**src/rtl/shift_arbiter_if.sv**
```systemverilog
// Request/response bundle between shift clients and the shared shifter arbiter.
// master = client/consumer side, slave = arbiter side.
interface shift_arbiter_if #(
  parameter int NREQ = 4,
  parameter int IDW  = 2
);
  logic [NREQ-1:0]   req_valid;
  logic [8*NREQ-1:0] req_data;
  logic [3*NREQ-1:0] req_amt;
  logic [NREQ-1:0]   req_dir;
  logic [NREQ-1:0]   req_ready;
  logic              rsp_valid;
  logic [IDW-1:0]    rsp_id;
  logic [7:0]        rsp_data;
  logic              rsp_ready;

  modport master (
    output req_valid, req_data, req_amt, req_dir, rsp_ready,
    input  req_ready, rsp_valid, rsp_id, rsp_data
  );

  modport slave (
    input  req_valid, req_data, req_amt, req_dir, rsp_ready,
    output req_ready, rsp_valid, rsp_id, rsp_data
  );
endinterface

```
**src/rtl/shift_arbiter.sv**
```systemverilog
// Round-robin arbiter sharing one 8-bit logical barrel shifter among NREQ
// requesters. One request accepted per cycle; the shifted byte and the
// requester ID are returned through a single registered response slot.
module shift_arbiter #(
  parameter int NREQ = 4,
  parameter int IDW  = 2
) (
  input logic            clk,
  input logic            rst,
  shift_arbiter_if.slave bus
);

  logic [IDW-1:0] r_ptr;
  logic           r_rsp_valid;
  logic [IDW-1:0] r_rsp_id;
  logic [7:0]     r_rsp_data;

  logic           w_any;
  logic [IDW-1:0] w_gnt;
  logic           w_can_issue;
  logic           w_accept;
  logic [7:0]     w_sel_data;
  logic [2:0]     w_sel_amt;
  logic           w_sel_dir;
  logic [7:0]     w_result;
  logic [IDW-1:0] w_ptr_next;

  assign w_can_issue = !r_rsp_valid || bus.rsp_ready;
  assign w_accept    = w_any && w_can_issue && !rst;

  // Search from r_ptr upward with wrap; first valid requester wins.
  always_comb begin : grant_search
    logic [IDW:0] idx;
    w_any = 1'b0;
    w_gnt = '0;
    idx   = '0;
    for (int unsigned k = 0; k < NREQ; k++) begin
      idx = {1'b0, r_ptr} + (IDW+1)'(k);
      if (idx >= (IDW+1)'(NREQ)) idx = idx - (IDW+1)'(NREQ);
      if (!w_any && bus.req_valid[idx[IDW-1:0]]) begin
        w_any = 1'b1;
        w_gnt = idx[IDW-1:0];
      end
    end
  end

  // Operand mux and shared logical shifter (zero fill, no rotate).
  always_comb begin
    w_sel_data = bus.req_data[8*w_gnt +: 8];
    w_sel_amt  = bus.req_amt[3*w_gnt +: 3];
    w_sel_dir  = bus.req_dir[w_gnt];
    w_result   = w_sel_dir ? (w_sel_data >> w_sel_amt) : (w_sel_data << w_sel_amt);
  end

  // Next pointer: one past the granted requester, wrapping at NREQ-1.
  always_comb begin
    if (w_gnt == IDW'(NREQ - 1)) w_ptr_next = '0;
    else                         w_ptr_next = w_gnt + 1'b1;
  end

  // One-hot ready to the granted requester; held low during reset or stall.
  always_comb begin
    bus.req_ready = '0;
    if (w_accept) bus.req_ready[w_gnt] = 1'b1;
  end

  // Response slot and priority pointer; accept wins over drain so a
  // simultaneous take-and-refill leaves no bubble.
  always_ff @(posedge clk) begin
    if (rst) begin
      r_ptr       <= '0;
      r_rsp_valid <= 1'b0;
      r_rsp_id    <= '0;
      r_rsp_data  <= '0;
    end else if (w_accept) begin
      r_ptr       <= w_ptr_next;
      r_rsp_valid <= 1'b1;
      r_rsp_id    <= w_gnt;
      r_rsp_data  <= w_result;
    end else if (r_rsp_valid && bus.rsp_ready) begin
      r_rsp_valid <= 1'b0;
    end
  end

  assign bus.rsp_valid = r_rsp_valid;
  assign bus.rsp_id    = r_rsp_id;
  assign bus.rsp_data  = r_rsp_data;

endmodule

```
**src/flat_wrapper.sv**
```systemverilog
// flat-port wrapper written by rule: the top's interface ports become plain ports
module shift_arbiter_flat 
#(
  parameter int NREQ = 4,
  parameter int IDW  = 2
)
  (clk, rst, bus_req_valid, bus_req_data, bus_req_amt, bus_req_dir, bus_rsp_ready, bus_req_ready, bus_rsp_valid, bus_rsp_id, bus_rsp_data);
  shift_arbiter_if #(.NREQ(NREQ), .IDW(IDW)) bus_i ();
  input logic clk;
  input logic rst;
  input wire logic [$bits(bus_i.req_valid)-1:0] bus_req_valid;
  input wire logic [$bits(bus_i.req_data)-1:0] bus_req_data;
  input wire logic [$bits(bus_i.req_amt)-1:0] bus_req_amt;
  input wire logic [$bits(bus_i.req_dir)-1:0] bus_req_dir;
  input wire logic [$bits(bus_i.rsp_ready)-1:0] bus_rsp_ready;
  output wire logic [$bits(bus_i.req_ready)-1:0] bus_req_ready;
  output wire logic [$bits(bus_i.rsp_valid)-1:0] bus_rsp_valid;
  output wire logic [$bits(bus_i.rsp_id)-1:0] bus_rsp_id;
  output wire logic [$bits(bus_i.rsp_data)-1:0] bus_rsp_data;
  assign bus_i.req_valid = bus_req_valid;
  assign bus_i.req_data = bus_req_data;
  assign bus_i.req_amt = bus_req_amt;
  assign bus_i.req_dir = bus_req_dir;
  assign bus_i.rsp_ready = bus_rsp_ready;
  assign bus_req_ready = bus_i.req_ready;
  assign bus_rsp_valid = bus_i.rsp_valid;
  assign bus_rsp_id = bus_i.rsp_id;
  assign bus_rsp_data = bus_i.rsp_data;
  shift_arbiter #(.NREQ(NREQ), .IDW(IDW)) u_core (.clk(clk), .rst(rst), .bus(bus_i));
endmodule
```
**config.mk**
```make
export PLATFORM = sky130hd
export DESIGN_NAME = shift_arbiter_flat
export DESIGN_NICKNAME = d
export VERILOG_FILES = /design/src/rtl/shift_arbiter_if.sv /design/src/rtl/shift_arbiter.sv /design/src/flat_wrapper.sv
export SDC_FILE = /design/constraint.sdc
export NUM_CORES = 1
export LEC_CHECK = 0
export CORE_MARGIN = 2
export CORE_UTILIZATION = 25
export CTS_CLUSTER_DIAMETER = 200
export DETAILED_ROUTE_END_ITERATION = 6
export PLACE_DENSITY_LB_ADDON = 0.15
export SYNTH_ARGS = -nofsm -noshare
export SYNTH_HDL_FRONTEND = slang
export SYNTH_SLANG_ARGS = --single-unit
```
**constraint.sdc**
```tcl
create_clock -name clk -period 6.22 [get_ports clk]
set_clock_uncertainty 0.15 [all_clocks]
set_input_delay 1.244 -clock clk [delete_from_list [all_inputs] [get_ports clk]]
set_output_delay 1.244 -clock clk [all_outputs]
set_load 0.03 [all_outputs]
```
==> impl_metrics.toml <==
[job]
cap_violations = 0

[setup_path]
rr_worst_depth = 10
crit_required_ns = 4.83
worstSetupPathType = "in -> out"
r2r_end = "u_core.bus.rsp_data[2]"
worst_ep_arrival_time_ns = 3.96
regToRegStartpoint = "u_core.r_ptr[1]"
worstSetupEndpointType = "primary output"
path_max_fanout = 12
crit_path_start_kind = "input port"
r2r_slack_ns = 2.34

[clocking]
postCtsSetupRepairBufs = 0
cts_tree = "done"
clk_pin_slew_ns = 0.06
numCtsBuffers = 3
ctsResizeCount = 0
h-tree-depth = 1
clk_latency_ns = 0.24
cts.sinks = 13
clock_path_buffers = 2
root_buffer = "clkbuf_8"
ctsHoldBuffers = 0

[synth]
netlist_instances = 264
synth_edf_count = 0
syn_nets = 323
async_reset_ff_share_pct = 0
synth.cell_area_mm2 = 0.001857
seq_area_frac_synth_pct = 14.02
ys_ff_latch = 13
synth_cell_types = 46
syn_avg_cell_area_um2 = 7.033
ys_warn_count = 0
ys.flop_type = "dfxtp_1"

[sta]
hold_viol = 0
finalCritPeriodShare_pct = 86.06
drv_slew = 0
slew_headroom_pct = 31.98
whs_ns = 0.3190
tightest_slew_ns = 1.020
rsz0062_at_grt = "false"
setup_viol = 0
min_period_ns = 5.353
fin_setup_tns_ns = 0
fmax_mhz = 186.8

[grt]
grt_max_degree = 30
antenna_found_initial = 0
grt_pass1_vias = 2147
grt-ovfl-total = 0
track_usage_pct = 15.39
grt_pass1_wl_um = 10590

[pwr]
p_per_area_mw_per_mm2 = 322.5
ir_drop_mv = 0.07275
switchingPower_w = 0.0004355
clkPwrFrac_pct = 8.8
internal-power_w = 0.0004159
cellLeakagePower_nw = 0.9312
seqPwrFrac_pct = 16.5
sw_frac_of_total_pct = 51.15
power_frac_comb_pct = 74.7

[routing]
post_drt_via_cell_ratio = 5.288
initialDrtViolationCount = 120
vias = 2200
ant_nets = 0
drc = 0
drt_first_pass_iters = 4
routedWlPerCell_um = 15.39
wl_um = 6401

[run_status]
status = "complete, no violations"

[place]
io_buffers = 69
post-dp-hpwl_um = 4902
place.gp.congestion = 0.8130

[hold_path]
min_to = "u_core.bus.rsp_data[0]"
hold_start = "u_core.bus.rsp_data[0]"
worstHoldPathCells = 2
hold_path_class = "reg -> reg"

[die]
start_util_pct = 25.74
chipHeight_um = 90.18
chipWidth_um = 90.18
core_area_mm2 = 0.007214
io_pins = 70
rows = 31
die-area_mm2 = 0.008132

[final_layout]
final_core_util_pct = 36.59
nNetsFinal = 377
drive_gt1_share_pct = 7.886
syn_to_final_growth_pct = 42.18
layout_commonest_cell = "clkdlybuf4s50_1"
final_cell_mix = "clkdlybuf4s50_1, nand3_1, nand2_1"
antenna_cells = 0
[critical path, stage by stage]
cell and delay [ns]:
clkdlybuf4s50_1 0.45, nor2b_1 0.18, o21bai_1 0.67, nand2_1 0.31
inv_1 0.18, ha_1 0.15, and2_1 0.11, clkdlybuf4s50_1 0.66
[power groups by stage]
| stage | registers [W] | clock network, W | logic (W) |
|---|---|---|---|
| after global routing | 0.000146 | 0.0000799 | 0.000703 |
| after detailed placement | 0.000143 | 0 | 0.000631 |
| after global placement | 0.000142 | 0 | 0.000633 |
| final | 0.000141 | 0.0000749 | 0.000636 |
| after floorplan | 0.000176 | 0 | 0.000425 |
| after CTS | 0.000142 | 0.0000775 | 0.000635 |
[cells by family after synthesis]
| group | share of synthesized area (%) |
|---|---|
| muxes | 8.827 |
| and+or+nand+nor | 37.06 |
| buffers and inverters | 8.356 |
| AOI/OAI and AO/OA | 29.04 |
| adders and majority gates | 2.696 |
| DFF | 14.02 |
[final cells by class]
class	instances	area, um2
Clock buffer	3	41.29
Timing Repair Buffer	77	750.7
Multi-Input combinational cell	220	1448
Sequential cell	13	260.3
Clock inverter	1	5.005
Inverter	3	11.26
Tap cell	99	123.9
Fill cell	774	4574
[worst max path at each step]
| stage | end | cells after the start | slack, ns | start |
|---|---|---|---|---|
| after CTS | bus_req_ready[3] | 8 | 0.86 | bus_req_valid[0] |
| final | bus_req_ready[2] | 8 | 0.87 | bus_req_valid[0] |
| after global routing | bus_req_ready[2] | 8 | 0.57 | bus_req_valid[0] |
| after detailed placement | bus_req_ready[3] | 8 | 0.86 | bus_req_valid[0] |
| after floorplan | bus_req_ready[2] | 7 | 2.27 | bus_req_valid[2] |
| after global placement | bus_req_ready[3] | 8 | 0.91 | bus_req_valid[0] |
[routing by layer]
layer | global-route usage, % | wire [um] | part of all wire (%)
met1 | 21.61 | 3058 | 48
met2 | 25.56 | 2965 | 46
met3 | 2.096 | 347 | 5.4
met4 | 2.308 | 29 | 0.45
met5 | 0 | 0 | 0
[flip-flops by register name, summed over array words and instances, names as in the netlist]
signal / count
u_core.bus.rsp_data: 8
u_core.bus.rsp_id: 2
u_core.bus.rsp_valid: 1
u_core.r_ptr: 2
[synthesized netlist by cell type (2+ instances only)]
cell / count / area (um2)
nand3_1: 30 / 150.1
nand2_1: 24 / 90.09
nor2_1: 15 / 56.30
nor4_1: 15 / 93.84
o21ai_0: 15 / 75.07
dfxtp_1: 13 / 260.3
mux2i_1: 13 / 130.1
a221oi_1: 12 / 105.1
nor3b_1: 12 / 90.09
a32oi_1: 11 / 96.34
clkbuf_1: 11 / 41.29
buf_2: 10 / 50.05
nor2b_1: 7 / 43.79
nor3_1: 7 / 35.03
a21oi_1: 5 / 25.02
a31oi_1: 5 / 31.28
buf_4: 5 / 37.54
and2_1: 4 / 25.02
ha_1: 4 / 50.05
o211ai_1: 4 / 30.03
and3_1: 3 / 18.77
mux2_2: 3 / 33.78
nand2b_1: 3 / 18.77
o21ai_1: 3 / 15.01
o22ai_1: 3 / 18.77
o31ai_1: 3 / 22.52
a211o_1: 2 / 17.52
a211oi_2: 2 / 25.02
inv_1: 2 / 7.510
nor2_2: 2 / 12.51
[stage by stage]
step                      instances   power, W  instance area (um2)  worst slack, ns
after floorplan                 264  0.0006007                 1857            2.268
after global placement          412  0.0007755                 2594           0.9071
after detailed placement        412  0.0007741                 2594           0.8601
after CTS                       416  0.0008540                 2640           0.8566
after global routing            416  0.0009287                 2640           0.5717
final                           416  0.0008514                 2640           0.8673
Power figures use the tool's default switching activity.
